**src/rtl/buf_ex_rd_ctrl.sv**
```systemverilog
// Execute-side read sequencer for the ping-pong tile buffer: waits for a full bank,
// reads a tile through the 1-cycle-latency port, streams it out, then releases the bank.
// Optional feature macro: BUF_RD_REPLAY_EN (adds rd_rep; each bank is streamed rd_rep+1 times).
module buf_ex_rd_ctrl #(
  parameter int BUF_EX_ADDR_WIDTH = 10,
  parameter int BUF_EX_DATA_WIDTH = 8,
  parameter int LEN_WIDTH         = BUF_EX_ADDR_WIDTH + 1
) (
  input  logic                         clk,
  input  logic                         rst_n,
  input  logic                         start,
  input  logic [LEN_WIDTH-1:0]         tile_len,
`ifdef BUF_RD_REPLAY_EN
  input  logic [7:0]                   rd_rep,
`endif
  input  logic                         ld_commit,
  input  logic                         ld_commit_sel,
  output logic [1:0]                   bank_full,
  output logic                         buf_ex_sel,
  output logic [BUF_EX_ADDR_WIDTH-1:0] buf_ex_addr,
  input  logic [BUF_EX_DATA_WIDTH-1:0] buf_ex_data,
  output logic                         m_valid,
  input  logic                         m_ready,
  output logic [BUF_EX_DATA_WIDTH-1:0] m_data,
  output logic                         m_last,
  output logic                         busy,
  output logic                         done,
  output logic                         commit_err
);

  typedef enum logic [1:0] {S_IDLE, S_WAIT, S_READ, S_DRAIN} state_t;

  state_t                       r_state, w_state_nxt;
  logic [LEN_WIDTH-1:0]         r_len;
  logic [BUF_EX_ADDR_WIDTH-1:0] r_addr;
  logic [1:0]                   r_bank_full;
  logic                         r_sel;
  logic                         r_inflight, r_inflight_last, r_inflight_fin;
  logic [BUF_EX_DATA_WIDTH-1:0] r_fifo_data [2];
  logic [1:0]                   r_fifo_last, r_fifo_fin;
  logic                         r_wptr, r_rptr;
  logic [1:0]                   r_count;
  logic                         r_busy, r_done, r_commit_err;

  logic                         w_accept, w_zero_start, w_issue, w_release;
  logic                         w_push, w_pop, w_room, w_addr_last, w_pass_final, w_err;
  logic [LEN_WIDTH-1:0]         w_len_m1;
  logic [1:0]                   w_set_mask, w_clr_mask;

`ifdef BUF_RD_REPLAY_EN
  logic [7:0] r_rep, r_pass;
  assign w_pass_final = (r_pass == r_rep);
`else
  assign w_pass_final = 1'b1;
`endif

  assign w_len_m1    = r_len - LEN_WIDTH'(1);
  assign w_addr_last = (LEN_WIDTH'(r_addr) == w_len_m1);
  // Reads in flight count against the 2-entry skid FIFO so it can never overflow.
  assign w_room      = ({1'b0, r_count} + {2'b00, r_inflight}) < 3'd2;
  assign w_push      = r_inflight;
  assign w_pop       = m_valid && m_ready;
  assign w_set_mask  = ld_commit ? (ld_commit_sel ? 2'b10 : 2'b01) : 2'b00;
  assign w_clr_mask  = w_release ? (r_sel ? 2'b10 : 2'b01) : 2'b00;
  // A commit landing on the bank being released in the same cycle is legal.
  assign w_err       = ld_commit && r_bank_full[ld_commit_sel] &&
                       !(w_release && (ld_commit_sel == r_sel));

  always_ff @(posedge clk or negedge rst_n) begin
    if (!rst_n) r_state <= S_IDLE;
    else        r_state <= w_state_nxt;
  end

  always_comb begin
    w_state_nxt = r_state;
    case (r_state)
      S_IDLE:  if (w_accept) w_state_nxt = S_WAIT;
      S_WAIT:  if (r_bank_full[r_sel]) w_state_nxt = S_READ;
      S_READ:  if (w_issue && w_addr_last && w_pass_final) w_state_nxt = S_DRAIN;
      S_DRAIN: if (w_release) w_state_nxt = S_IDLE;
      default: w_state_nxt = S_IDLE;
    endcase
  end

  always_comb begin
    w_accept     = 1'b0;
    w_zero_start = 1'b0;
    w_issue      = 1'b0;
    w_release    = 1'b0;
    case (r_state)
      S_IDLE: begin
        w_accept     = start && (tile_len != '0);
        w_zero_start = start && (tile_len == '0);
      end
      S_READ:  w_issue   = w_room;
      S_DRAIN: w_release = w_pop && r_fifo_fin[r_rptr];
      default: ;
    endcase
  end

  always_ff @(posedge clk or negedge rst_n) begin
    if (!rst_n) begin
      r_len           <= '0;
      r_addr          <= '0;
      r_bank_full     <= 2'b00;
      r_sel           <= 1'b0;
      r_inflight      <= 1'b0;
      r_inflight_last <= 1'b0;
      r_inflight_fin  <= 1'b0;
      r_fifo_data[0]  <= '0;
      r_fifo_data[1]  <= '0;
      r_fifo_last     <= 2'b00;
      r_fifo_fin      <= 2'b00;
      r_wptr          <= 1'b0;
      r_rptr          <= 1'b0;
      r_count         <= 2'd0;
      r_busy          <= 1'b0;
      r_done          <= 1'b0;
      r_commit_err    <= 1'b0;
`ifdef BUF_RD_REPLAY_EN
      r_rep           <= '0;
      r_pass          <= '0;
`endif
    end else begin
      if (w_accept) r_len <= tile_len;
`ifdef BUF_RD_REPLAY_EN
      if (w_accept) begin
        r_rep  <= rd_rep;
        r_pass <= '0;
      end else if (w_issue && w_addr_last && !w_pass_final) begin
        r_pass <= r_pass + 8'd1;
      end
`endif
      // The counter folds back to 0 after the last address, so it never passes tile_len-1.
      if (r_state == S_WAIT)  r_addr <= '0;
      else if (w_issue)       r_addr <= w_addr_last ? '0 : r_addr + 1'b1;

      r_inflight      <= w_issue;
      r_inflight_last <= w_issue && w_addr_last;
      r_inflight_fin  <= w_issue && w_addr_last && w_pass_final;

      if (w_push) begin
        r_fifo_data[r_wptr] <= buf_ex_data;
        r_fifo_last[r_wptr] <= r_inflight_last;
        r_fifo_fin[r_wptr]  <= r_inflight_fin;
        r_wptr              <= ~r_wptr;
      end
      if (w_pop) r_rptr <= ~r_rptr;
      r_count <= r_count + {1'b0, w_push} - {1'b0, w_pop};

      r_bank_full  <= (r_bank_full & ~w_clr_mask) | w_set_mask;
      if (w_release) r_sel <= ~r_sel;
      if (w_accept)       r_busy <= 1'b1;
      else if (w_release) r_busy <= 1'b0;
      r_done       <= w_release || w_zero_start;
      r_commit_err <= r_commit_err | w_err;
    end
  end

  assign bank_full   = r_bank_full;
  assign buf_ex_sel  = r_sel;
  assign buf_ex_addr = r_addr;
  assign m_valid     = (r_count != 2'd0);
  assign m_data      = r_fifo_data[r_rptr];
  assign m_last      = m_valid && r_fifo_last[r_rptr];
  assign busy        = r_busy;
  assign done        = r_done;
  assign commit_err  = r_commit_err;

endmodule
```
**config.mk**
```make
export PLATFORM = sky130hd
export DESIGN_NAME = buf_ex_rd_ctrl
export DESIGN_NICKNAME = d
export VERILOG_FILES = /design/src/rtl/buf_ex_rd_ctrl.sv
export SDC_FILE = /design/constraint.sdc
export NUM_CORES = 1
export LEC_CHECK = 0
export ABC_AREA = 0
export CAP_MARGIN = 0
export CORE_AREA = 3 3 75 77
export CTS_BUF_LIST = sky130_fd_sc_hd__clkbuf_8 sky130_fd_sc_hd__clkbuf_16
export DETAILED_ROUTE_END_ITERATION = 12
export DIE_AREA = 0 0 78 80
export PLACE_DENSITY = 0.82
export SYNTH_ARGS = -nofsm -noshare
export SYNTH_HDL_FRONTEND = slang
export SYNTH_SLANG_ARGS = --single-unit
export TNS_END_PERCENT = 50
```
**constraint.sdc**
```tcl
create_clock -name clk -period 8.7 [get_ports clk]
set_input_delay 2.175 -clock clk [delete_from_list [all_inputs] [get_ports clk]]
set_output_delay 2.175 -clock clk [all_outputs]
set_load 0.1 [all_outputs]
```
==> metrics.cfg, run 1 <==
[clocking]
clk_latency_ps = 300
clock_sinks = 53
clockBufferDepth = 2
setup_buffers_after_cts = 0
root_buffer = clkbuf_8
cts_tree = built
clock_buffer_count_from_cts = 5
post_cts_resized = 0
cts_hold_buf = 0
h-tree-depth = 2
clk_pin_slew_ps = 100

[yosys]
post_synth_num_cell_types = 45
synthFlopType = dfrtp_1
synth_edf_count = 0
synth-adder-area-share_pct = 3.65
total_number_of_yosys_warnings = 0
synth.mux.area_fraction_pct = 15.9
synth-async-reset-ratio_pct = 100
main_combinational_cell_family_by_area_after_synthesis = multiplexers
synth_area_per_cell_um2 = 11.1
synth-compound-area-share_pct = 7.89
post_synth_xor_area_fraction_pct = 6.70
post_synth_instance_area_um2 = 2750
syn-instance-count = 248
syn_nets = 281
yosysSeqAreaShare_pct = 48.3
synth_seq_cells = 53
synth-simple-area-share_pct = 14.2

[place]
dp_hpwl_mm = 3.97
routabilityCongestion = 0.821
numPortBuffers = 50
preCtsSetupSlack_ps = 4470

[power_and_ir_drop]
p_int_uw = 683
share_comb_of_total_power_pct = 53.6
pwr_per_cell_area_nw_per_um2 = 375
clockPowerShare_pct = 13.4
power.static_leakage_nw = 1.46
power.switching_fraction_pct = 47.0
irDropWorstVdd_uv = 247
p_sw_uw = 605
report.power.total_mw = 1.29
seq_power_share_pct = 33.0

[die]
floorplan.die.width_um = 78
design.portCount = 51
core.rowCount = 26
core_um2 = 5070
die_h_um = 80
initial_utilization_pct = 54.1
area_of_the_die_um2 = 6240

[worst_setup_path]
worst_setup_path_startpoint = r_rptr
critical_path_arrival_ps = 2390
regToRegSetupSlack_ps = 5410
start_kind = flop
rr_worst_depth = 9
timing.critical_path.fanout_max = 10
rr_startpoint = r_len[0]
setup_crit_end = m_last
regToRegEndpoint = r_state[1]
worstSetupEndpointType = output port
critical_path_start_end_classification = flop to output port
critical_path_required_ps = 6530

[cells_and_area]
synthToLayoutAreaGrowth_pct = 25.0
drive_gt1_share_pct = 17.3
num_antenna_cells = 0
layout_commonest_cell = dfrtp_1
final_core_utilization_pct = 67.6
design.final.nets = 333
layout.cells.most_common_list = dfrtp_1 (53), clkdlybuf4s50_1 (49), mux2_2 (36), nand2_1 (17), nor2_1 (15)

[sta]
timing.max_slew.rel_slack_pct = 34.7
totalNegativeSetupSlack_ps = 0
final-max-slew-violation-count = 0
timing.final.crit_period_ps = 4560
grt_setup_unrepaired = no
fin_worst_skew_ps = 7.58
report.final.hold_viol_count = 0
fmaxAchievable_mhz = 219
finalWorstSetupSlack_ps = 4140
worstMarginPinSlew_ps = 977
fin_crit_sh_pct = 52.5
setup_viol_count_final = 0

[outcome]
outcome = completed

[grt]
globalRoute.totalOverflow = 0
grt_first_pass_wirelength_mm = 9.00
grt_antenna_before_repair = 0
first_global_vias = 1994
total_grt_usage_pct = 17.9
pin_count_of_the_biggest_net_entering_global_routing = 54

[drt]
ant_nets = 0
avgViaCountPerCell = 5.41
drt_first_pass_iters = 4
drc_errors = 0
detail_route.iter0.violations = 87
route.vias.total = 2008
routed_wire_length_per_instance_um = 14.3
finalWirelength_mm = 5.29

[worst_hold_path]
worst_hold_class = flop to flop

[job]
number_of_max_cap_violations = 0

-- power by group through the flow --
stage / clock network [mW] / registers (mW) / logic [mW]
after CTS: 0.177 / 0.426 / 0.698
after global placement: 0 / 0.425 / 0.680
after global routing: 0.185 / 0.441 / 0.736
after floorplan: 0 / 0.426 / 0.551
final: 0.172 / 0.425 / 0.691
after detailed placement: 0 / 0.430 / 0.694
-- routing by layer --
layer | track usage (%) | vias to the layer above | wire length, um
met5 | 0 | - | 0
met1 | 22.5 | 978 | 2400
li1 | - | 981 | -
met2 | 32.1 | 43 | 2650
met4 | 4.20 | 0 | 49
met3 | 3.05 | 6 | 190
-- worst min-delay path by stage --
stage	startpoint	end	slack [ps]	cells after the start
floorplan	r_wptr	r_wptr	460	1
global placement	commit_err	commit_err	450	1
detailed placement	commit_err	commit_err	450	1
CTS	commit_err	commit_err	480	1
global route	commit_err	commit_err	510	1
finish	commit_err	commit_err	470	1
-- Yosys cell counts, drive strengths merged (2+ instances only) --
library cell	instances	area share, %
a211oi	2	0.55
a21o	4	1.1
a21oi	2	0.36
and3	3	0.68
buf	2	0.59
clkbuf	6	0.82
dfrtp	53	48
ha	8	3.6
inv	14	1.9
mux2	37	15
mux2i	2	0.73
nand2	17	2.3
nand2b	4	0.91
nand3	7	1.3
nand3b	3	0.82
nand4	3	0.68
nor2	15	2.1
nor3	8	1.5
nor4	3	0.68
o21ai	11	2.0
or3b	2	0.64
or4	2	0.55
xnor2	12	3.8
xor2	9	2.9
-- registers in the layout, indices dropped and copies added, names as in the netlist --
name,count
bank_full,2
buf_ex_addr,10
buf_ex_sel,1
busy,1
commit_err,1
done,1
r_count,2
r_fifo_data,16
r_fifo_last,2
r_inflight,1
r_inflight_fin,1
r_len,11
r_rptr,1
r_state,2
r_wptr,1
-- kinds of logic after synthesis --
group	Yosys count
mux	39
flops	53
fa+ha+maj	8
xor+xnor	21
buf+inv	22
compound gates	31
simple gates	74
-- worst max-delay path, stage by stage (launching register included) --
cell	delay, ps
dfrtp_1	640
mux2i_1	190
nor2_1	110
clkdlybuf4s50_1	1130
-- metrics by stage --
stage	instance area [um^2]	hold WS, ps	cells
floorplan	2750	463	248
global placement	3310	450	363
detailed placement	3310	454	363
CTS	3430	478	371
global route	3430	512	371
finish	3430	469	371
-- cell type report --
type / instances / area [um^2]
clock inverter: 2 / 37.5
multi-input combinational: 173 / 1330
clock buffer: 6 / 82.6
sequential: 53 / 1330
timing repair buffer: 53 / 518
tap: 70 / 87.6
inverter: 14 / 52.6
fill: 399 / 1640
(Power assumes the default switching activity.)
==> run 2, diff against run 1 <==
Settings changed: CORE_AREA 3 3 75 77 to 3 3 77 79, DIE_AREA 0 0 78 80 to 0 0 80 82, PLACE_DENSITY 0.82 to 0.78.
Clock period 8.7 ns to 4.5 ns, I/O delays scaled along.
==> metrics.cfg, run 2 (same netlist as run 1, synthesis figures left out) <==
[sta]
fin_crit_sh_pct = 77.9
setup_viol_count_final = 0  ; unchanged
final-max-slew-violation-count = 0  ; unchanged
fin_worst_skew_ps = 7.53  ; -0.0475 ps
timing.max_slew.rel_slack_pct = 34.0  ; -0.69 points
fmaxAchievable_mhz = 285
worstMarginPinSlew_ps = 987  ; +10.4 ps
finalWorstSetupSlack_ps = 994  ; -3140 ps
totalNegativeSetupSlack_ps = 0  ; unchanged
report.final.hold_viol_count = 0  ; unchanged
grt_setup_unrepaired = no
timing.final.crit_period_ps = 3510

[cells_and_area]
final_core_utilization_pct = 62.9  ; -4.7 points
design.final.nets = 333  ; unchanged
finish.cell_count_without_fillers = 373  ; +0.54%
fillers = 462  ; +16%
synthToLayoutAreaGrowth_pct = 23.9
num_antenna_cells = 0  ; unchanged
flip_flop_count_of_the_largest_register_all_copies_and_words_added = 16  ; unchanged
layout_commonest_cell = dfrtp_1
drive_gt1_share_pct = 17.3  ; unchanged
regMostFlops = r_fifo_data
layout.cells.most_common_list = dfrtp_1 (53), clkdlybuf4s50_1 (49), mux2_2 (36), nand2_1 (17), nor2_1 (15)

[outcome]
outcome = completed

[power_and_ir_drop]
report.power.total_mw = 2.43  ; +89%
irDropWorstVdd_uv = 402  ; +63%
power.static_leakage_nw = 1.44  ; -0.93%
pwr_per_cell_area_nw_per_um2 = 715  ; +90%

[worst_hold_path]
min-delay-start = commit_err
worst_hold_class = flop to flop

[worst_setup_path]
rr_worst_depth = 9  ; unchanged
timing.critical_path.slowest_cell_delay_ps = 1140  ; about the same
critical_path_required_ps = 3380  ; -3150 ps
setup_crit_end = m_last
start_kind = flop
regToRegEndpoint = r_state[1]
critical_path_start_end_classification = flop to output port
cp_cell_sequence = mux2i_1, nor2_1, clkdlybuf4s50_1
timing.critical_path.fanout_max = 10  ; unchanged
worstSetupEndpointType = output port
critical_path_arrival_ps = 2380  ; about the same
regToRegSetupSlack_ps = 1240  ; -4170 ps
rr_startpoint = r_len[0]
worst_setup_path_startpoint = r_rptr
cpMaxStageDelayCell = clkdlybuf4s50_1

[drt]
ant_nets = 0  ; unchanged
detail_route.iter0.violations = 82  ; -5.7%
finalWirelength_mm = 5.47  ; +3.4%
avgViaCountPerCell = 5.34  ; -1.3%
drc_errors = 0  ; unchanged
drt_first_pass_iters = 4  ; unchanged
route.vias.total = 1992  ; -0.80%
routed_wire_length_per_instance_um = 14.7  ; +2.8%

[job]
number_of_max_cap_violations = 0  ; unchanged

[clocking]
clock_buffer_count_from_cts = 5  ; unchanged
root_buffer = clkbuf_8
clk_latency_ps = 310  ; about the same
clockBufferDepth = 2  ; unchanged
post_cts_resized = 0  ; unchanged
clk_pin_slew_ps = 90  ; about the same
cts_tree = built
setup_buffers_after_cts = 0  ; unchanged
cts_hold_buf = 0  ; unchanged
clock_sinks = 53  ; unchanged
h-tree-depth = 2  ; unchanged

[die]
area_of_the_die_um2 = 6560  ; +5.1%
design.portCount = 51  ; unchanged
initial_utilization_pct = 50.8  ; -3.3 points
core_um2 = 5410  ; +6.5%
core.rowCount = 27  ; +3.8%
floorplan.die.width_um = 80  ; +2.6%
die_h_um = 82  ; +2.5%

[grt]
globalRoute.totalOverflow = 0  ; unchanged
first_global_vias = 1902  ; -4.6%
grt_antenna_before_repair = 0  ; unchanged
pin_count_of_the_biggest_net_entering_global_routing = 54  ; unchanged
grt_first_pass_wirelength_mm = 8.96  ; -0.46%
total_grt_usage_pct = 17.7  ; -0.16 points

[place]
preCtsSetupSlack_ps = 1260  ; -3200 ps
numPortBuffers = 50  ; unchanged
place.detailed.instances = 365  ; +0.55%
dp_hpwl_mm = 4.07  ; +2.5%
routabilityCongestion = 0.787  ; -4.1%

==> run 2: cell types whose count changed in the layout (fill, tap and decap cells not counted) <==
cell       previous run  this run
clkbuf_8              6         5
clkinv_2              0         2
bufinv_16             1         0
==> run 2: how the worst min path moves through the flow <==
stage,to,slack [ps],cells after the start
final,commit_err,470,1
after global routing,busy,520,1
after CTS,commit_err,480,1
after detailed placement,commit_err,450,1
after global placement,commit_err,460,1
after floorplan,r_wptr,460,1
==> run 2: cell type report <==
class                           count  area (um^2)  share of cell area (%)
Clock buffer                        5         68.8                    2.02
Clock inverter                      3         17.5                   0.515
Inverter                           14         52.6                    1.55
Multi-Input combinational cell    173         1330                    39.0
Sequential cell                    53         1330                    39.0
Tap cell                           72         90.1                    2.65
Timing Repair Buffer               53          518                    15.2
==> run 2: through the flow <==
step | hold WS (ps) | instance area (um^2)
2_1_floorplan | 463 | 2750
3_5_place_dp | 454 | 3310
6_report | 468 | 3400
3_3_place_gp | 456 | 3310
5_1_grt | 519 | 3400
4_1_cts | 476 | 3400
==> run 2: power by group <==
| group | internal, mW | leakage, nW | total, mW | switching [mW] |
|---|---|---|---|---|
| combinational | 0.494 | 0.750 | 1.34 | 0.848 |
| clock | 0.108 | 0.0439 | 0.264 | 0.156 |
| sequential | 0.645 | 0.647 | 0.825 | 0.180 |
==> run 2: routing by layer <==
metal / up-vias / routed length, um / global-route usage, %
li1: 975 / - / -
met2: 46 / 2620 / 29.3
met5: - / 0 / 0
met1: 960 / 2500 / 22.3
met3: 11 / 250 / 4.61
met4: 0 / 100 / 6.93
==> run 2: critical path: cells and delay by family (launching register included) <==
family	cells	cell delay, ps
flip-flops	1	630
AND/OR/NAND/NOR	1	120
multiplexers	1	190
buffers and inverters	1	1140
